`src/rtl/seg_led_output.sv`:
```
// Store-side memory-mapped output port: LED register plus an 8-digit
// time-multiplexed common-anode seven-segment display with mask, dp, blank and blink.
module seg_led_output #(
  parameter int SCAN_DIV  = 100000,
  parameter int BLINK_DIV = 25000000
) (
  input  logic        clk,
  input  logic        rst,
  input  logic        IOWriteCtrl,
  input  logic [31:0] address,
  input  logic [31:0] write_data,
  output logic [15:0] led_out,
  output logic [7:0]  seg_en,
  output logic [7:0]  seg_out
);

  localparam int SCAN_W  = (SCAN_DIV  > 1) ? $clog2(SCAN_DIV)  : 1;
  localparam int BLINK_W = (BLINK_DIV > 1) ? $clog2(BLINK_DIV) : 1;

  localparam logic [31:0] ADDR_LED    = 32'hFFFF_FFC1;
  localparam logic [31:0] ADDR_LED_LO = 32'hFFFF_FFC3;
  localparam logic [31:0] ADDR_SEG    = 32'hFFFF_FFC5;
  localparam logic [31:0] ADDR_CTRL   = 32'hFFFF_FFC7;

  logic [15:0]        led_reg;
  logic [31:0]        seg_value;
  logic [7:0]         digit_mask;
  logic [7:0]         dp_mask;
  logic               blank;
  logic               blink;
  logic [SCAN_W-1:0]  scan_cnt;
  logic [2:0]         idx;
  logic [BLINK_W-1:0] blink_cnt;
  logic               blink_phase;

  logic               scan_wrap;
  logic               blink_wrap;
  logic [3:0]         nibble;
  logic               digit_lit;
  logic [7:0]         next_en;
  logic [7:0]         next_seg;

  // Hex digit to active-low segments {g,f,e,d,c,b,a}.
  function automatic logic [6:0] decode(input logic [3:0] hex);
    logic [6:0] segs;
    case (hex)
      4'h0:    segs = 7'h40;
      4'h1:    segs = 7'h79;
      4'h2:    segs = 7'h24;
      4'h3:    segs = 7'h30;
      4'h4:    segs = 7'h19;
      4'h5:    segs = 7'h12;
      4'h6:    segs = 7'h02;
      4'h7:    segs = 7'h78;
      4'h8:    segs = 7'h00;
      4'h9:    segs = 7'h10;
      4'hA:    segs = 7'h08;
      4'hB:    segs = 7'h03;
      4'hC:    segs = 7'h46;
      4'hD:    segs = 7'h21;
      4'hE:    segs = 7'h06;
      4'hF:    segs = 7'h0E;
      default: segs = 7'h7F;
    endcase
    return segs;
  endfunction

  assign led_out    = led_reg;
  assign scan_wrap  = (scan_cnt == SCAN_W'(SCAN_DIV - 1));
  assign blink_wrap = (blink_cnt == BLINK_W'(BLINK_DIV - 1));

  // Select the current digit's nibble and form the next output pattern.
  always_comb begin
    nibble    = seg_value[{idx, 2'b00} +: 4];
    digit_lit = digit_mask[idx] & ~blank & ~(blink & blink_phase);
    next_en   = 8'hFF;
    next_seg  = 8'hFF;
    if (digit_lit) begin
      next_en  = ~(8'b1 << idx);
      next_seg = {~dp_mask[idx], decode(nibble)};
    end else begin
      next_en  = 8'hFF;
      next_seg = 8'hFF;
    end
  end

  // Memory-mapped register writes; only exact address matches take effect.
  always_ff @(negedge clk or posedge rst) begin
    if (rst) begin
      led_reg    <= 16'h0000;
      seg_value  <= 32'h0000_0000;
      digit_mask <= 8'hFF;
      dp_mask    <= 8'h00;
      blank      <= 1'b0;
      blink      <= 1'b0;
    end else if (IOWriteCtrl) begin
      case (address)
        ADDR_LED:    led_reg <= write_data[15:0];
        ADDR_LED_LO: led_reg[7:0] <= write_data[7:0];
        ADDR_SEG:    seg_value <= write_data;
        ADDR_CTRL: begin
          digit_mask <= write_data[7:0];
          dp_mask    <= write_data[15:8];
          blank      <= write_data[16];
          blink      <= write_data[17];
        end
        default: ;
      endcase
    end
  end

  // Digit scan: each digit holds its slot for SCAN_DIV cycles, masked or not.
  always_ff @(negedge clk or posedge rst) begin
    if (rst) begin
      scan_cnt <= '0;
      idx      <= 3'd0;
    end else if (scan_wrap) begin
      scan_cnt <= '0;
      idx      <= idx + 3'd1;
    end else begin
      scan_cnt <= scan_cnt + SCAN_W'(1);
    end
  end

  // Free-running blink timebase, independent of the blink enable.
  always_ff @(negedge clk or posedge rst) begin
    if (rst) begin
      blink_cnt   <= '0;
      blink_phase <= 1'b0;
    end else if (blink_wrap) begin
      blink_cnt   <= '0;
      blink_phase <= ~blink_phase;
    end else begin
      blink_cnt <= blink_cnt + BLINK_W'(1);
    end
  end

  // Output register for the display drive.
  always_ff @(negedge clk or posedge rst) begin
    if (rst) begin
      seg_en  <= 8'hFF;
      seg_out <= 8'hFF;
    end else begin
      seg_en  <= next_en;
      seg_out <= next_seg;
    end
  end

endmodule

```
`config.mk`:
```
export PLATFORM = sky130hd
export DESIGN_NAME = seg_led_output
export DESIGN_NICKNAME = d
export VERILOG_FILES = /design/src/rtl/seg_led_output.sv
export SDC_FILE = /design/constraint.sdc
export NUM_CORES = 1
export LEC_CHECK = 0
export CORE_AREA = 2 2 126 128
export CTS_BUF_LIST = sky130_fd_sc_hd__clkbuf_16
export DETAILED_ROUTE_END_ITERATION = 10
export DIE_AREA = 0 0 128 130
export GPL_TIMING_DRIVEN = 0
export SETUP_SLACK_MARGIN = 0.1
export SYNTH_ARGS = -nofsm -noshare
export SYNTH_HDL_FRONTEND = slang
export SYNTH_SLANG_ARGS = --single-unit
```
`constraint.sdc`:
```
create_clock -name clk -period 5.2 [get_ports clk]
set_input_delay 0.78 -clock clk [delete_from_list [all_inputs] [get_ports clk]]
set_output_delay 0.78 -clock clk [all_outputs]
set_load 0.005 [all_outputs]
```
==> flow_metrics.tcl, run 1 <==
set metrics [dict create \
    outcome "finished clean" \
    critical_path_class "in -> reg" \
    internal_power_mw 1.87 \
    power.density_cell_area_nw_per_um2 294 \
    numClockSinks 128 \
    cts-htree-levels 4 \
    dieWidth_um 128 \
    final-hold-violation-count 0 \
    p_sw_share_pct 21.2 \
    synth_cells 462 \
    p_total_mw 2.37 \
    clkTransAtPathRegs_ns 0.04 \
    timing.critical_path.slowest_cell_delay_ns 0.45 \
    largest_net_degree_at_the_start_of_global_routing 46 \
    rsz0062_at_grt "true" \
    first_global_vias 4360 \
    synth_sequential_area_ratio_pct 53.8 \
    final_non_filler_cell_total 814 \
    startpoint_type "input port" \
    leakagePower_nw 3.71 \
    asyncSetResetFlopFracSynth_pct 100 \
    grt_pass1_wl_um 21900 \
    layout.cells.most_common_list "dfrtn_1 (104), clkdlybuf4s50_1 (98), mux2_2 (62), inv_1 (40), nor2_1 (36)" \
    syn-num-nets 543 \
    kind_of_capture_point_of_the_worst_setup_path "flop" \
    crit_chain "clkdlybuf4s50_1 -> nand4_1 -> nor4_4 -> buf_4 -> nand3b_4 -> or2_1 -> buf_6 -> mux2_4" \
    ys.warnings.count 0 \
    data_required_time_at_the_worst_endpoint_ns 2.84 \
    top_layer_used "met4" \
    fin_worst_skew_ns 0.0475 \
    insertedDiodeCount 0 \
    die_area_um2 16600 \
    setup-tns-final_ns 0 \
    drt-met1-wl_um 5770 \
    drv_slew 0 \
    vias_per_cell 4.95 \
    netlist-cell-type-count 56 \
    coreArea_um2 15400 \
    drv.max_cap_violation_count 0 \
    cts_buffer_depth 2 \
    cts_tree "yes" \
    dr_wl_met3_um 465 \
    vias 4026 \
    clk_latency_ns 0.44 \
    numPlacedInstances 755 \
    drt_iter0_drcs 205 \
    cts-root-buf "clkbuf_16" \
    starting_utilization_of_the_core_area_pct 38.9 \
    final_common_cell "dfrtn_1" \
    ir_drop_worst_case_vdd_mv 0.218 \
    met2WireLength_um 6280 \
    drt-wirelength-per-cell_um 15.8 \
    synth_edf_count 0 \
    track_usage_pct 17.1 \
    seq_power_share_pct 42.4 \
    crit_path_max_fanout 8 \
    rows 46 \
    postRouteAntennaNets 0 \
    nNetsFinal 690 \
    power.net_switching_mw 0.501 \
    pre_repair_dr_iteration_count 4 \
    hp-class "reg -> reg" \
    syn_area_cell_um2 13.0 \
    layout.filler_cells 1340 \
    tritoncts.num_buffers 17 \
    detail_route.wirelength_um 12900 \
    area_growth_syn_to_layout_pct 33.9 \
    place_hpwl_um 9560 \
    setup_violations 0 \
    cts_hold_buffers 0 \
    numPortBuffers 98 \
    synthFlopType "dfrtn_1" \
    routabilityCongestion 0.795 \
    share_clk_of_total_power_pct 54.0 \
    synth.ff_latch_count 128 \
    comb_power_share_pct 3.6 \
    worst_path_max_delay_cell "clkdlybuf4s50_1" \
    antenna_violations_before_repair 0 \
    slew_headroom_pct 36.3 \
    grt-ovfl-total 0 \
    route.detailed.drc 0 \
    die_height_um 130 \
    mappedNetlistArea_um2 6010 \
    final_layout_size_suffix_gt1_share_pct 27.3 \
    critPathArrivalTime_ns 2.71 \
    boundaryPins 99 \
    tightest_slew_ns 0.947 \
]
## worst paths after layout
path / start / to / slack [ns] / cells past startpoint
worst max register to register: idx[0] / seg_out[6] / 2.64 / 11
min in group asynchronous: rst / seg_value[28] / 3.35 / 2
worst min-delay path: scan_cnt[0] / scan_cnt[0] / 0.41 / 1
worst max-delay path: address[23] / led_out[11] / 0.13 / 8
max in group asynchronous: rst / seg_out[6] / 0.83 / 4
worst min register to register: scan_cnt[0] / scan_cnt[0] / 0.41 / 1
## power groups by stage
stage	Combinational, mW	Clock, mW	Sequential, mW
after detailed placement	0.0869	0.0294	1.02
final	0.0847	1.28	1.00
after global placement	0.0796	0.0294	1.02
after global routing	0.0931	1.37	1.00
after floorplan	0.0180	0.0294	1.02
after CTS	0.0872	1.31	1.00
## flip-flops by register name, indices dropped and copies added, names as in the netlist
signal,cells
blank,1
blink,1
blink_cnt,25
blink_phase,1
digit_mask,8
dp_mask,8
idx,3
led_out,16
scan_cnt,17
seg_en,8
seg_out,8
seg_value,32
## per-layer routing
layer  up-vias  global-route usage, %
met5         -                      0
met4         0                   8.08
met3        22                   4.18
met2        83                   28.2
met1      1988                   21.5
li1       1933                      -
## cell type report
type / count / area [um^2] / share of cell area [%]
Buffer: 14 / 120 / 1.49
Clock buffer: 22 / 551 / 6.84
Clock inverter: 34 / 159 / 1.98
Inverter: 15 / 60.1 / 0.747
Multi-Input combinational cell: 304 / 2610 / 32.5
Sequential cell: 128 / 3230 / 40.2
Tap cell: 192 / 240 / 2.99
Timing Repair Buffer: 105 / 1070 / 13.3
## worst max-delay path, delay by kind of cell
kind	cells	cell delay (ns)
buffers and inverters	3	0.80
multiplexers	1	0.29
AND/OR/NAND/NOR	4	0.84
## synth_stat cells (3+ instances only)
library cell | n | share of area [%]
dfrtn_1 | 104 | 43
mux2_2 | 62 | 12
nor2_1 | 36 | 2.2
nand2_1 | 29 | 1.8
dfstp_2 | 24 | 10
xnor2_1 | 24 | 3.5
nand3_1 | 19 | 1.6
inv_1 | 15 | 0.94
xor2_1 | 15 | 2.2
ha_1 | 14 | 2.9
nand4_1 | 13 | 1.4
mux4_2 | 10 | 3.7
buf_2 | 9 | 0.75
mux2_4 | 8 | 2.0
and3_1 | 6 | 0.62
nor3_1 | 6 | 0.50
nor4_1 | 6 | 0.62
a21oi_1 | 5 | 0.42
buf_6 | 3 | 0.56
mux2i_1 | 3 | 0.50
nor2b_1 | 3 | 0.31
nor4_4 | 3 | 1.1
o21ai_0 | 3 | 0.25
o221ai_1 | 3 | 0.44
## cell families (layout without fill, tap and decap cells)
family	Yosys count	in the layout	synth area share, %
AOI/OAI and AO/OA	20	20	2.35
buffers and inverters	30	190	2.71
and+or+nand+nor	146	146	14.1
muxes	85	85	18.4
adders and majority gates	14	14	2.92
xor gates and xnor gates	39	39	5.69
DFF	128	128	53.8
## stage by stage
| stage | hold WS [ns] | cell area, um^2 | setup WS [ns] | utilization [%] |
|---|---|---|---|---|
| floorplan | 0.379 | 6010 | 0.218 | - |
| global placement | 0.397 | 7230 | -0.752 | 46.9 |
| detailed placement | 0.409 | 7290 | -0.393 | 47.3 |
| CTS | 0.413 | 8010 | 0.116 | 51.9 |
| global route | 0.435 | 8050 | 0.0650 | 52.2 |
| finish | 0.410 | 8050 | 0.133 | 52.2 |
## timing repair
| item | 4_1_cts | 5_1_grt |
|---|---|---|
| gates resized for setup | 0 | 10 |
| pin swaps | 3 | 2 |
| setup endpoints to repair | 18 | 39 |
| buffers inserted | 2 | 2 |
Power figures use the tool's default switching activity.
==> run 2, diff against run 1 <==
SETUP_SLACK_MARGIN = 0.05   (was 0.1)
==> run 2 against run 1 <==
Effect of this change:
- hold slack unchanged
- final area decreased by 0.19%
- clock power about the same
- first-iteration DRC count increased by 11%
==> flow_metrics.tcl, run 2 (synthesized netlist as in run 1, its figures left out) <==
set metrics [dict create \
    drt_iter0_drcs 228 \
    numClockSinks 128 \
    p_total_mw 2.37 \
    track_usage_pct 17.1 \
    routabilityCongestion 0.795 \
    dieWidth_um 128 \
    fin_hold_ws_ns 0.410 \
    timing.critical_path.slowest_cell_delay_ns 0.47 \
    cts_tree "yes" \
    outcome "finished clean" \
    slew_headroom_pct 34.7 \
    timing.rr.start "idx[0]" \
    worst_path_max_delay_cell "clkdlybuf4s50_1" \
    starting_utilization_of_the_core_area_pct 38.9 \
    vias 4029 \
    min_from "scan_cnt[0]" \
    die_height_um 130 \
    globalRouteMet2Util_pct 28.1 \
    vias_per_cell 4.96 \
    layout.filler_cells 1343 \
    setup_violations 0 \
    critical_path.most_common_cell "buf_4" \
    critical_path.n_buffers_inverters 3 \
    data_required_time_at_the_worst_endpoint_ns 2.84 \
    coreArea_um2 15400 \
    clk_latency_ns 0.44 \
    critPathArrivalTime_ns 2.69 \
    largest_net_degree_at_the_start_of_global_routing 46 \
    grt_pass1_wl_um 21900 \
    cts_hold_buffers 0 \
    final_layout_size_suffix_gt1_share_pct 27.2 \
    area_growth_syn_to_layout_pct 33.7 \
    postRouteAntennaNets 0 \
    tritoncts.num_buffers 17 \
    crit_path_max_fanout 10 \
    cts-root-buf "clkbuf_16" \
    fin_worst_skew_ns 0.0475 \
    rows 46 \
    antenna_violations_before_repair 0 \
    cts_buffer_depth 2 \
    route.detailed.drc 0 \
    grt-ovfl-total 0 \
    final-hold-violation-count 0 \
    leakagePower_nw 3.70 \
    insertedDiodeCount 0 \
    regMostFlops "seg_value" \
    detail_route.wirelength_um 12800 \
    pre_repair_dr_iteration_count 4 \
    tightest_slew_ns 0.971 \
    critical_path_class "in -> reg" \
    drt-wirelength-per-cell_um 15.8 \
    first_global_vias 4354 \
    largest_register_ff_count 32 \
    numPortBuffers 98 \
    power.density_cell_area_nw_per_um2 295 \
    cts-htree-levels 4 \
    startpoint "address[8]" \
    grt_busiest_layer "met2" \
    nNetsFinal 689 \
    startpoint_type "input port" \
    boundaryPins 99 \
    layout.cells.most_common_list "dfrtn_1 (104), clkdlybuf4s50_1 (98), mux2_2 (62), inv_1 (40), nor2_1 (36)" \
    drv.max_cap_violation_count 0 \
    met3_usage_pct 4.18 \
    kind_of_capture_point_of_the_worst_setup_path "flop" \
    global_route.usage.met1_pct 21.4 \
    place_hpwl_um 9560 \
    rsz0062_at_grt "false" \
    crit_chain "clkdlybuf4s50_1 -> nand4b_1 -> nor4_4 -> buf_4 -> nand4_4 -> buf_4 -> mux2_1" \
    path_delay_family "buffers and inverters" \
    final_common_cell "dfrtn_1" \
    drv_slew 0 \
    clkTransAtPathRegs_ns 0.04 \
    registers_with_the_most_flip_flops "seg_value (32), blink_cnt (25), scan_cnt (17)" \
    hp-class "reg -> reg" \
    ir_drop_worst_case_vdd_mv 0.218 \
    die_area_um2 16600 \
]
-- run 2: changes by cell type in the layout (fill, tap and decap cells not counted) --
cell / delta
buf_6: -2
buf_4: +1
-- run 2: timing repair --
action,in CTS,in global routing
endpoints found under the hold margin,0,0
endpoints found under the setup margin,8,47
pin swaps,1,1
buffers inserted,1,2
gates resized for setup,0,8
-- run 2: final timing paths --
path	end	slack (ns)	depth (start not counted)
max in group asynchronous	seg_out[6]	0.84	4
max reg2reg	seg_out[6]	2.64	11
min	scan_cnt[0]	0.41	1
min in group asynchronous	seg_value[28]	3.35	2
min reg2reg	scan_cnt[0]	0.41	1
max	blink	0.15	7
-- run 2: power breakdown --
| group | total (mW) | internal, mW | leakage (nW) | switching [mW] |
|---|---|---|---|---|
| Combinational | 0.0847 | 0.0501 | 1.57 | 0.0345 |
| Clock | 1.28 | 0.813 | 0.453 | 0.466 |
| Sequential | 1.00 | 1.00 | 1.68 | 0.00000000296 |
-- run 2: through the flow --
| step | cells | area (um^2) | setup slack (ns) | utilization (%) | setup TNS (ns) |
|---|---|---|---|---|---|
| 6_report | 813 | 8030 | 0.145 | 52.1 | 0 |
| 5_1_grt | 813 | 8030 | 0.0554 | 52.1 | 0 |
| 4_1_cts | 811 | 8010 | 0.0645 | 51.9 | 0 |
| 3_5_place_dp | 755 | 7290 | -0.393 | 47.3 | -15.69 |
| 3_3_place_gp | 752 | 7230 | -0.752 | 46.9 | -99.36 |
| 2_1_floorplan | 462 | 6010 | 0.218 | - | 0 |
-- run 2: routing by layer --
| metal | vias up | wire [um] | part of all wire, % |
|---|---|---|---|
| met5 | - | 0 | 0 |
| met4 | 0 | 360 | 2.8 |
| met3 | 22 | 485 | 3.8 |
| met2 | 83 | 6260 | 49 |
| met1 | 1990 | 5740 | 45 |
| li1 | 1934 | - | - |
-- run 2: final cells by class --
cell class	count	area (um^2)	area share [%]
Buffer	14	113	1.40
Clock buffer	22	551	6.86
Clock inverter	34	159	1.98
Inverter	15	60.1	0.748
Multi-Input combinational cell	304	2610	32.5
Sequential cell	128	3230	40.3
Tap cell	192	240	2.99
Timing Repair Buffer	104	1060	13.2
==> run 3, diff against run 2 <==
CTS_BUF_LIST = default   (was sky130_fd_sc_hd__clkbuf_16)
==> run 3 against run 2 <==
Effect of this change:
- largest power group unchanged
- wire length increased by 0.29%
- count of clock-buffer cells in the layout increased by 5
- first-iteration DRC count decreased by 10%
- die area unchanged
- non-clock buffer count unchanged
- power increased by 1.6%
- largest cell class unchanged
- worst setup slack improved by 0.0043 ns
- clock power increased by 3%
==> flow_metrics.tcl, run 3 (synthesized netlist as in run 1, its figures left out) <==
set metrics [dict create \
    rows 46 \
    cts-root-buf "clkbuf_16" \
    critical_path_class "in -> reg" \
    ir_drop_worst_case_vdd_mv 0.217 \
    boundaryPins 99 \
    dieWidth_um 128 \
    layout.filler_cells 1344 \
    final_layout_size_suffix_gt1_share_pct 27.2 \
    detail_route.wirelength_um 12900 \
    critical_path.n_buffers_inverters 3 \
    nNetsFinal 689 \
    fin_worst_skew_ns 0.0490 \
    leakagePower_nw 3.70 \
    numClockSinks 128 \
    slew_headroom_pct 35.6 \
    startpoint_type "input port" \
    clkTransAtPathRegs_ns 0.04 \
    die_area_um2 16600 \
    data_required_time_at_the_worst_endpoint_ns 2.84 \
    starting_utilization_of_the_core_area_pct 38.9 \
    vias 4034 \
    flop_to_flop_setup_slack_ns 2.65 \
    final_common_cell "dfrtn_1" \
    layout.cells.most_common_list "dfrtn_1 (104), clkdlybuf4s50_1 (98), mux2_2 (62), inv_1 (37), nor2_1 (36)" \
    registers_with_the_most_flip_flops "seg_value (32), blink_cnt (25), scan_cnt (17)" \
    place_hpwl_um 9560 \
    routabilityCongestion 0.795 \
    vias_per_cell 4.96 \
    setup-tns-final_ns 0 \
    drt_iter0_drcs 205 \
    timing.hold.worst_endpoint "scan_cnt[0]" \
    seq_area_um2 3230 \
    drt-wirelength-per-cell_um 15.8 \
    tritoncts.num_buffers 17 \
    worst_path_max_delay_cell "clkdlybuf4s50_1" \
    crit_chain "clkdlybuf4s50_1 -> nand4b_1 -> nor4_4 -> buf_4 -> nand4_4 -> buf_4 -> mux2_1" \
    postRouteAntennaNets 0 \
    clk_latency_ns 0.44 \
    area_growth_syn_to_layout_pct 34.0 \
    largest_net_degree_at_the_start_of_global_routing 46 \
    grt-ovfl-total 0 \
    final_core_utilization_pct 52.2 \
    largest_register_ff_count 32 \
    timing.rr.start "idx[0]" \
    rsz0062_at_grt "false" \
    drv.max_cap_violation_count 0 \
    die_height_um 130 \
    coreArea_um2 15400 \
    drv_slew 0 \
    crit_path_max_fanout 10 \
    holdPathStages 1 \
    regMostFlops "seg_value" \
    setup_violations 0 \
    reg_to_reg_end "seg_out[6]" \
    track_usage_pct 17.1 \
    cts_tree "yes" \
    multi_input_area_um2 2610 \
    tightest_slew_ns 0.957 \
    critPathArrivalTime_ns 2.69 \
    hp-class "reg -> reg" \
    insertedDiodeCount 0 \
    timing.critical_path.slowest_cell_delay_ns 0.47 \
    cts-htree-levels 4 \
    kind_of_capture_point_of_the_worst_setup_path "flop" \
    path_delay_family "buffers and inverters" \
    pre_repair_dr_iteration_count 4 \
    antenna_violations_before_repair 0 \
    power.density_cell_area_nw_per_um2 299 \
    outcome "finished clean" \
    critical_path.most_common_cell "buf_4" \
    r2r_cells 11 \
    cts_buffer_depth 2 \
    route.detailed.drc 0 \
    numPortBuffers 98 \
    first_global_vias 4357 \
    final-hold-violation-count 0 \
    min_from "scan_cnt[0]" \
    grt_pass1_wl_um 21900 \
]
[run 3: changes by cell type in the layout (fill, tap and decap cells not counted), sizes merged]
| cell | change |
|---|---|
| clkbuf | +5 |
| inv | -5 |
[run 3: layout make-up]
class	count	area share, %
Sequential cell	128	40.2
Multi-Input combinational cell	304	32.4
Clock buffer	27	7.32
Clock inverter	29	1.74
Tap cell	192	2.98
Timing Repair Buffer	104	13.2
Buffer	14	1.40
Inverter	15	0.746
[run 3: worst max path at each step]
stage | start | to | slack, ns | cells past startpoint
floorplan | address[5] | led_out[10] | 0.22 | 6
finish | address[8] | blink | 0.15 | 7
global placement | rst | scan_cnt[14] | -0.75 | 2
CTS | address[19] | led_out[10] | 0.06 | 7
global route | address[4] | seg_value[2] | 0.05 | 7
detailed placement | address[12] | led_out[8] | -0.39 | 7
[run 3: per-stage QoR]
| stage | setup slack (ns) | hold slack (ns) | cell area (um^2) | total power [mW] | std cells |
|---|---|---|---|---|---|
| 2_1_floorplan | 0.218 | 0.379 | 6010 | 1.07 | 462 |
| 3_3_place_gp | -0.752 | 0.397 | 7230 | 1.13 | 752 |
| 3_5_place_dp | -0.393 | 0.409 | 7290 | 1.13 | 755 |
| 4_1_cts | 0.0645 | 0.413 | 8030 | 2.43 | 811 |
| 5_1_grt | 0.0547 | 0.435 | 8050 | 2.50 | 813 |
| 6_report | 0.150 | 0.410 | 8050 | 2.40 | 813 |
[run 3: repair_timing]
| action | 4_1_cts | 5_1_grt |
|---|---|---|
| gates resized for setup | 0 | 8 |
| endpoints found under the setup margin | 8 | 47 |
| pin swaps | 1 | 1 |
| buffers inserted | 1 | 2 |
| endpoints found under the hold margin | 0 | 0 |
| hold buffers | 0 | 0 |
[run 3: power breakdown]
| part | leakage (nW) | switching [mW] | internal (mW) | total (mW) |
|---|---|---|---|---|
| Clock | 0.447 | 0.468 | 0.849 | 1.32 |
| Sequential | 1.68 | 0.00000000298 | 1.00 | 1.00 |
| Combinational | 1.57 | 0.0345 | 0.0501 | 0.0846 |
[run 3: routing by layer]
layer	up-vias	wire [um]	track usage, %
li1	1931	-	-
met1	2006	5790	21.5
met2	77	6320	28.1
met3	20	434	3.94
met4	0	337	8.47
met5	-	0	0
